--- config.mk ---
export PLATFORM = sky130hd
export DESIGN_NAME = image_port_arbiter
export DESIGN_NICKNAME = d
export VERILOG_FILES = /design/src/rtl/image_pkg.sv /design/src/rtl/image_clear_seq.sv /design/src/rtl/image_port_arbiter.sv
export SDC_FILE = /design/constraint.sdc
export NUM_CORES = 1
export LEC_CHECK = 0
export BUFFER_PORTS_ARGS = -buffer_cell sky130_fd_sc_hd__buf_2
export CAP_MARGIN = 20
export CORE_ASPECT_RATIO = 1.5
export CORE_MARGIN = 4
export CORE_UTILIZATION = 49
export CTS_CLUSTER_DIAMETER = 50
export DETAILED_ROUTE_END_ITERATION = 12
export PLACE_DENSITY_LB_ADDON = 0.2
export SLEW_MARGIN = 20
export SYNTH_ARGS = -nofsm -noshare
export SYNTH_HDL_FRONTEND = slang
export SYNTH_HIERARCHICAL = 1
export SYNTH_SLANG_ARGS = --single-unit
export TNS_END_PERCENT = 10
--- constraint.sdc ---
create_clock -name iclk -period 3.25 [get_ports iclk]
set_input_delay 0.4875 -clock iclk [delete_from_list [all_inputs] [get_ports iclk]]
set_output_delay 0.4875 -clock iclk [all_outputs]
set_load 0.01 [all_outputs]
--- src/rtl/image_pkg.sv ---
// rtl/image_pkg.sv - shared constants, colour type and clear-sequencer states
package image_pkg;

  localparam int DEPTH = 49152;
  localparam int AW    = $clog2(DEPTH);
  localparam int DW    = 8;

  typedef logic [DW-1:0] col8bit_t;

  typedef enum logic [1:0] {
    S_IDLE,
    S_CLEAR,
    S_DONE
  } state_e;

endpackage

--- src/rtl/image_clear_seq.sv ---
// rtl/image_clear_seq.sv - frame-clear sequencer: walks every cell writing one colour
module image_clear_seq
  import image_pkg::*;
#(
  parameter int DEPTH = image_pkg::DEPTH
) (
  input  logic          clk_i,
  input  logic          rst_ni,
  input  logic          start_i,
  input  col8bit_t      col_i,
  input  logic          slot_free_i,
  output state_e        state_o,
  output logic [AW-1:0] cnt_o,
  output col8bit_t      col_o,
  output logic          busy_o,
  output logic          done_o
);

  localparam logic [AW-1:0] LAST_ADDR = AW'(DEPTH - 1);

  state_e        state_q, state_d;
  logic [AW-1:0] cnt_q, cnt_d;
  col8bit_t      col_q, col_d;

  always_ff @(posedge clk_i) begin
    if (!rst_ni) begin
      state_q <= S_IDLE;
      cnt_q   <= '0;
      col_q   <= '0;
    end else begin
      state_q <= state_d;
      cnt_q   <= cnt_d;
      col_q   <= col_d;
    end
  end

  // The counter only advances on cycles where the display left the port free.
  always_comb begin
    state_d = state_q;
    cnt_d   = cnt_q;
    col_d   = col_q;
    case (state_q)
      S_IDLE: begin
        if (start_i) begin
          state_d = S_CLEAR;
          cnt_d   = '0;
          col_d   = col_i;
        end
      end
      S_CLEAR: begin
        if (slot_free_i) begin
          if (cnt_q == LAST_ADDR) begin
            cnt_d   = '0;
            state_d = S_DONE;
          end else begin
            cnt_d = cnt_q + AW'(1);
          end
        end
      end
      S_DONE:  state_d = S_IDLE;
      default: state_d = S_IDLE;
    endcase
  end

  assign state_o = state_q;
  assign cnt_o   = cnt_q;
  assign col_o   = col_q;
  assign busy_o  = (state_q == S_CLEAR);
  assign done_o  = (state_q == S_DONE);

endmodule

--- src/rtl/image_port_arbiter.sv ---
// rtl/image_port_arbiter.sv - shares the image RAM port: display > frame clear > host
module image_port_arbiter
  import image_pkg::*;
#(
  parameter int DEPTH = image_pkg::DEPTH
) (
  input  logic          iclk,
  input  logic          irst_n,
  input  logic          idisp_rd_en,
  input  logic [AW-1:0] idisp_addr,
  output logic [DW-1:0] odisp_col8bit,
  output logic          odisp_vld,
  input  logic          ihost_valid,
  output logic          ohost_ready,
  input  logic [AW-1:0] ihost_addr,
  input  logic [DW-1:0] ihost_data,
  output logic          ohost_err,
  input  logic          iclr_start,
  input  logic [DW-1:0] iclr_col8bit,
  output logic          oclr_busy,
  output logic          oclr_done,
  output logic [AW-1:0] omem_addr,
  output logic          omem_rd_en,
  output logic          omem_wr_en,
  output logic [DW-1:0] omem_wdata,
  input  logic [DW-1:0] imem_rdata
);

  localparam logic [AW-1:0] LAST_ADDR = AW'(DEPTH - 1);

  state_e        clr_state;
  logic [AW-1:0] clr_cnt;
  col8bit_t      clr_col;
  logic          host_fire;
  logic          host_addr_ok;
  logic          disp_vld_q, disp_vld_d;
  logic          host_err_q, host_err_d;

  image_clear_seq #(
    .DEPTH (DEPTH)
  ) u_clear_seq (
    .clk_i       (iclk),
    .rst_ni      (irst_n),
    .start_i     (iclr_start),
    .col_i       (iclr_col8bit),
    .slot_free_i (!idisp_rd_en),
    .state_o     (clr_state),
    .cnt_o       (clr_cnt),
    .col_o       (clr_col),
    .busy_o      (oclr_busy),
    .done_o      (oclr_done)
  );

  assign ohost_ready  = (clr_state == S_IDLE) && !idisp_rd_en;
  assign host_fire    = ihost_valid && ohost_ready;
  assign host_addr_ok = (ihost_addr <= LAST_ADDR);

  // Out-of-range host writes are still handshaken so the host never hangs.
  always_comb begin
    omem_addr  = '0;
    omem_rd_en = 1'b0;
    omem_wr_en = 1'b0;
    omem_wdata = '0;
    if (idisp_rd_en) begin
      omem_addr  = idisp_addr;
      omem_rd_en = 1'b1;
    end else if (clr_state == S_CLEAR) begin
      omem_addr  = clr_cnt;
      omem_wr_en = 1'b1;
      omem_wdata = clr_col;
    end else if (host_fire) begin
      omem_addr  = ihost_addr;
      omem_wdata = ihost_data;
      omem_wr_en = host_addr_ok;
    end
  end

  assign disp_vld_d = idisp_rd_en;
  assign host_err_d = host_fire && !host_addr_ok;

  always_ff @(posedge iclk) begin
    if (!irst_n) begin
      disp_vld_q <= 1'b0;
      host_err_q <= 1'b0;
    end else begin
      disp_vld_q <= disp_vld_d;
      host_err_q <= host_err_d;
    end
  end

  assign odisp_vld     = disp_vld_q;
  assign ohost_err     = host_err_q;
  assign odisp_col8bit = imem_rdata;

endmodule

==> results.json <==
{
  "netlist_instances": 229,
  "holdBufCountCts": 0,
  "cts.sinks": 28,
  "io_pins": 100,
  "grt_overflow": 0,
  "num_rows": 27,
  "post-cts-setup-buffers": 0,
  "grt_max_degree": 27,
  "dr.pass1.iters": 4,
  "min_from": "iclr_col8bit[6]",
  "setup_ws_ns": 1.02,
  "nFillCells": 374,
  "crit_path_start_kind": "register",
  "async_flop_share_pct": 0,
  "hold_path.class": "in -> reg",
  "routed_via_density": 6.39,
  "min_period_ns": 2.23,
  "placed_area_um2": 2280,
  "leakage_nw": 1.00,
  "r2r_slack_ns": 1.19,
  "die_w_um": 59.4,
  "htreeDepth": 1,
  "post_cts_resized": 0,
  "peakVddDrop_uv": 246,
  "synth_edf_count": 0,
  "cts_inserted_buffers": 3,
  "cp_data_arrival_time_ns": 1.74,
  "whs_path_depth": 3,
  "met2_usage_pct": 44.6,
  "clk_latency_ns": 0.29,
  "n_antenna_cell": 0,
  "final_cells": 338,
  "ys_ff_latch": 28,
  "tns_ns": 0,
  "final_net_count": 358,
  "r2r_end": "u_clear_seq/cnt_o[10]",
  "antenna_found_initial": 0,
  "tritoncts": "built",
  "reg2reg_depth": 5,
  "synth.distinct_cells": 47,
  "finClkSkew_ns": 0.00638,
  "design_area_um2": 2350,
  "grtUsageTotal_pct": 24.8,
  "outcome": "finished clean",
  "finalSetupViolations": 0,
  "critPathCaptureType": "output port",
  "cp.required_ns": 2.76,
  "post-dp-hpwl_um": 4440,
  "initial_core_util_pct": 51.8,
  "core_um2": 3750,
  "area_growth_pct": 21.3,
  "rsz0062_at_grt": "false",
  "finalCritPeriodShare_pct": 68.7,
  "routed_wl_um": 5890,
  "postRouteAntennaNets": 0,
  "final_util_pct": 62.8,
  "worstSetupPathType": "reg -> out",
  "cts.path.max_buffers": 2,
  "grt_pass1_vias": 2194,
  "worst_pin_slew_ns": 0.504,
  "detail_route.iter0.violations": 84,
  "path_clk_slew_ns": 0.10,
  "ys_warn_count": 6,
  "ctsRootBufferMaster": "clkbuf_8",
  "drive_gt1_share_pct": 34.9,
  "gp_congestion": 0.876,
  "wire_per_inst_um": 17.4,
  "ys_seq_area_share_pct": 28.9,
  "cap_viol_max_count": 0,
  "synth_top_area_cell": "dfxtp_1",
  "powerDensity_nw_per_um2": 362,
  "maxClockFrequency_mhz": 448,
  "synth_fp_nets": 291,
  "drc": 0,
  "top_usage_layer": "met2",
  "final_hold_viol_count": 0,
  "yosysTopAreaCellShare_pct": 28.9,
  "ys.flop_type": "dfxtp_1",
  "io_buffers": 83,
  "slew-limit-headroom_pct": 66.1,
  "dp.cells": 334,
  "regToRegStartpoint": "u_clear_seq/cnt_o[0]",
  "hold_end": "u_clear_seq/col_o[6]",
  "dp_worst_setup_slack_ns": 1.12,
  "met3_usage_pct": 3.50,
  "final_max_slew_viol_count": 0,
  "met1_usage_pct": 26.4,
  "dieArea_um2": 5050,
  "grt_pass1_wl_um": 9940,
  "netlist_area_um2": 1940,
  "cp_max_fo": 26,
  "vias": 2159,
  "die_y_um": 85.1,
  "ys_top_cells_by_area": "dfxtp_1 29%, and2_1 5.8%, a221o_1 5.2%",
  "syn_area_per_cell_um2": 8.48
}
through the flow:
step	hold WS, ns	power [W]
after CTS	0.424	0.000859
after detailed placement	0.492	0.000578
after global placement	0.483	0.000575
after floorplan	0.461	0.000511
after global routing	0.429	0.000894
final	0.429	0.000853
cell usage after synthesis (all sizes together) (5+ instances only):
library cell / n
a221o: 16
nand2: 13
nand3: 12
buf: 17
nand4: 8
nand3b: 5
a22o: 8
dfxtp: 28
or4: 7
and2: 18
and4: 6
clkbuf: 9
nor2: 13
a21oi: 9
mux2i: 9
final cells by class:
| cell class | count | area (um^2) | share of cell area (%) |
|---|---|---|---|
| flip-flops and latches | 28 | 561 | 23.8 |
| clock inverters | 1 | 30.0 | 1.28 |
| well taps | 43 | 53.8 | 2.28 |
| multi-input cells | 171 | 1200 | 51.0 |
| repair buffers | 88 | 453 | 19.2 |
| clock buffers | 3 | 41.3 | 1.75 |
| inverters | 4 | 15.0 | 0.638 |
worst max-delay path: stages, from the launching register on:
cell,delay (ns)
dfxtp_1,0.59
nor4b_4,0.09
buf_4,0.24
a221o_2,0.41
buf_2,0.14
layer usage:
layer / share of wire, % / up-vias
met2: 54 / 98
met4: 3.6 / 0
met3: 6.3 / 20
met1: 36 / 1023
met5: 0 / -
li1: - / 1018
cells in the final DEF (no fill, tap or decap), types with 2 or more instances in the layout:
master and n:
o21ai_0 4, buf_2 83, nand2_1 13, nand4_1 8
nor2_1 13, and2_1 18, or4_1 7, inv_1 3
nor4_1 3, a221o_1 10, a311oi_1 2, o21a_1 2
or3_1 3, nor3b_1 2, and4_1 6, and3_1 2
mux2i_1 9, dfxtp_1 28, a21oi_1 9, nand2b_1 4
buf_4 5, nor4b_1 2, nand3_1 12, a31oi_1 3
nor3_1 3, o221ai_1 4, a221o_2 6, clkbuf_8 3
a22o_1 8, nand3b_1 5
worst max-delay path by stage:
stage | from | endpoint | slack, ns | depth (start not counted)
floorplan | u_clear_seq/cnt_o[0] | u_clear_seq/cnt_o[5] | 1.37 | 7
global placement | idisp_rd_en | omem_addr[1] | 1.14 | 5
detailed placement | idisp_rd_en | omem_addr[4] | 1.12 | 5
CTS | u_clear_seq/state_o[1] | omem_addr[3] | 1.03 | 4
global route | u_clear_seq/state_o[1] | oclr_busy | 0.90 | 3
finish | u_clear_seq/state_o[1] | omem_addr[3] | 1.02 | 4
flip-flops by register name, summed over array words and instances, names as in the netlist:
| name | cells |
|---|---|
| u_clear_seq/cnt_o | 16 |
| ohost_err | 1 |
| u_clear_seq/col_o | 8 |
| u_clear_seq/state_o | 2 |
| odisp_vld | 1 |
cells by family after synthesis:
kind of cell / count (synthesis) / share of synthesized area, %
flip-flops: 28 / 28.9
adder cells (fa/ha/maj): 1 / 0.644
multiplexers: 9 / 4.64
buffers and inverters: 30 / 9.28
AO/OA/AOI/OAI: 53 / 22.2
AND/OR/NAND/NOR: 108 / 34.3
power by group:
group | internal [W] | total (W) | switching [W]
Combinational | 0.0000954 | 0.000203 | 0.000108
Sequential | 0.000354 | 0.000368 | 0.0000136
Clock | 0.000165 | 0.000282 | 0.000117
Total | 0.000615 | 0.000853 | 0.000238
(Power assumes the default switching activity.)
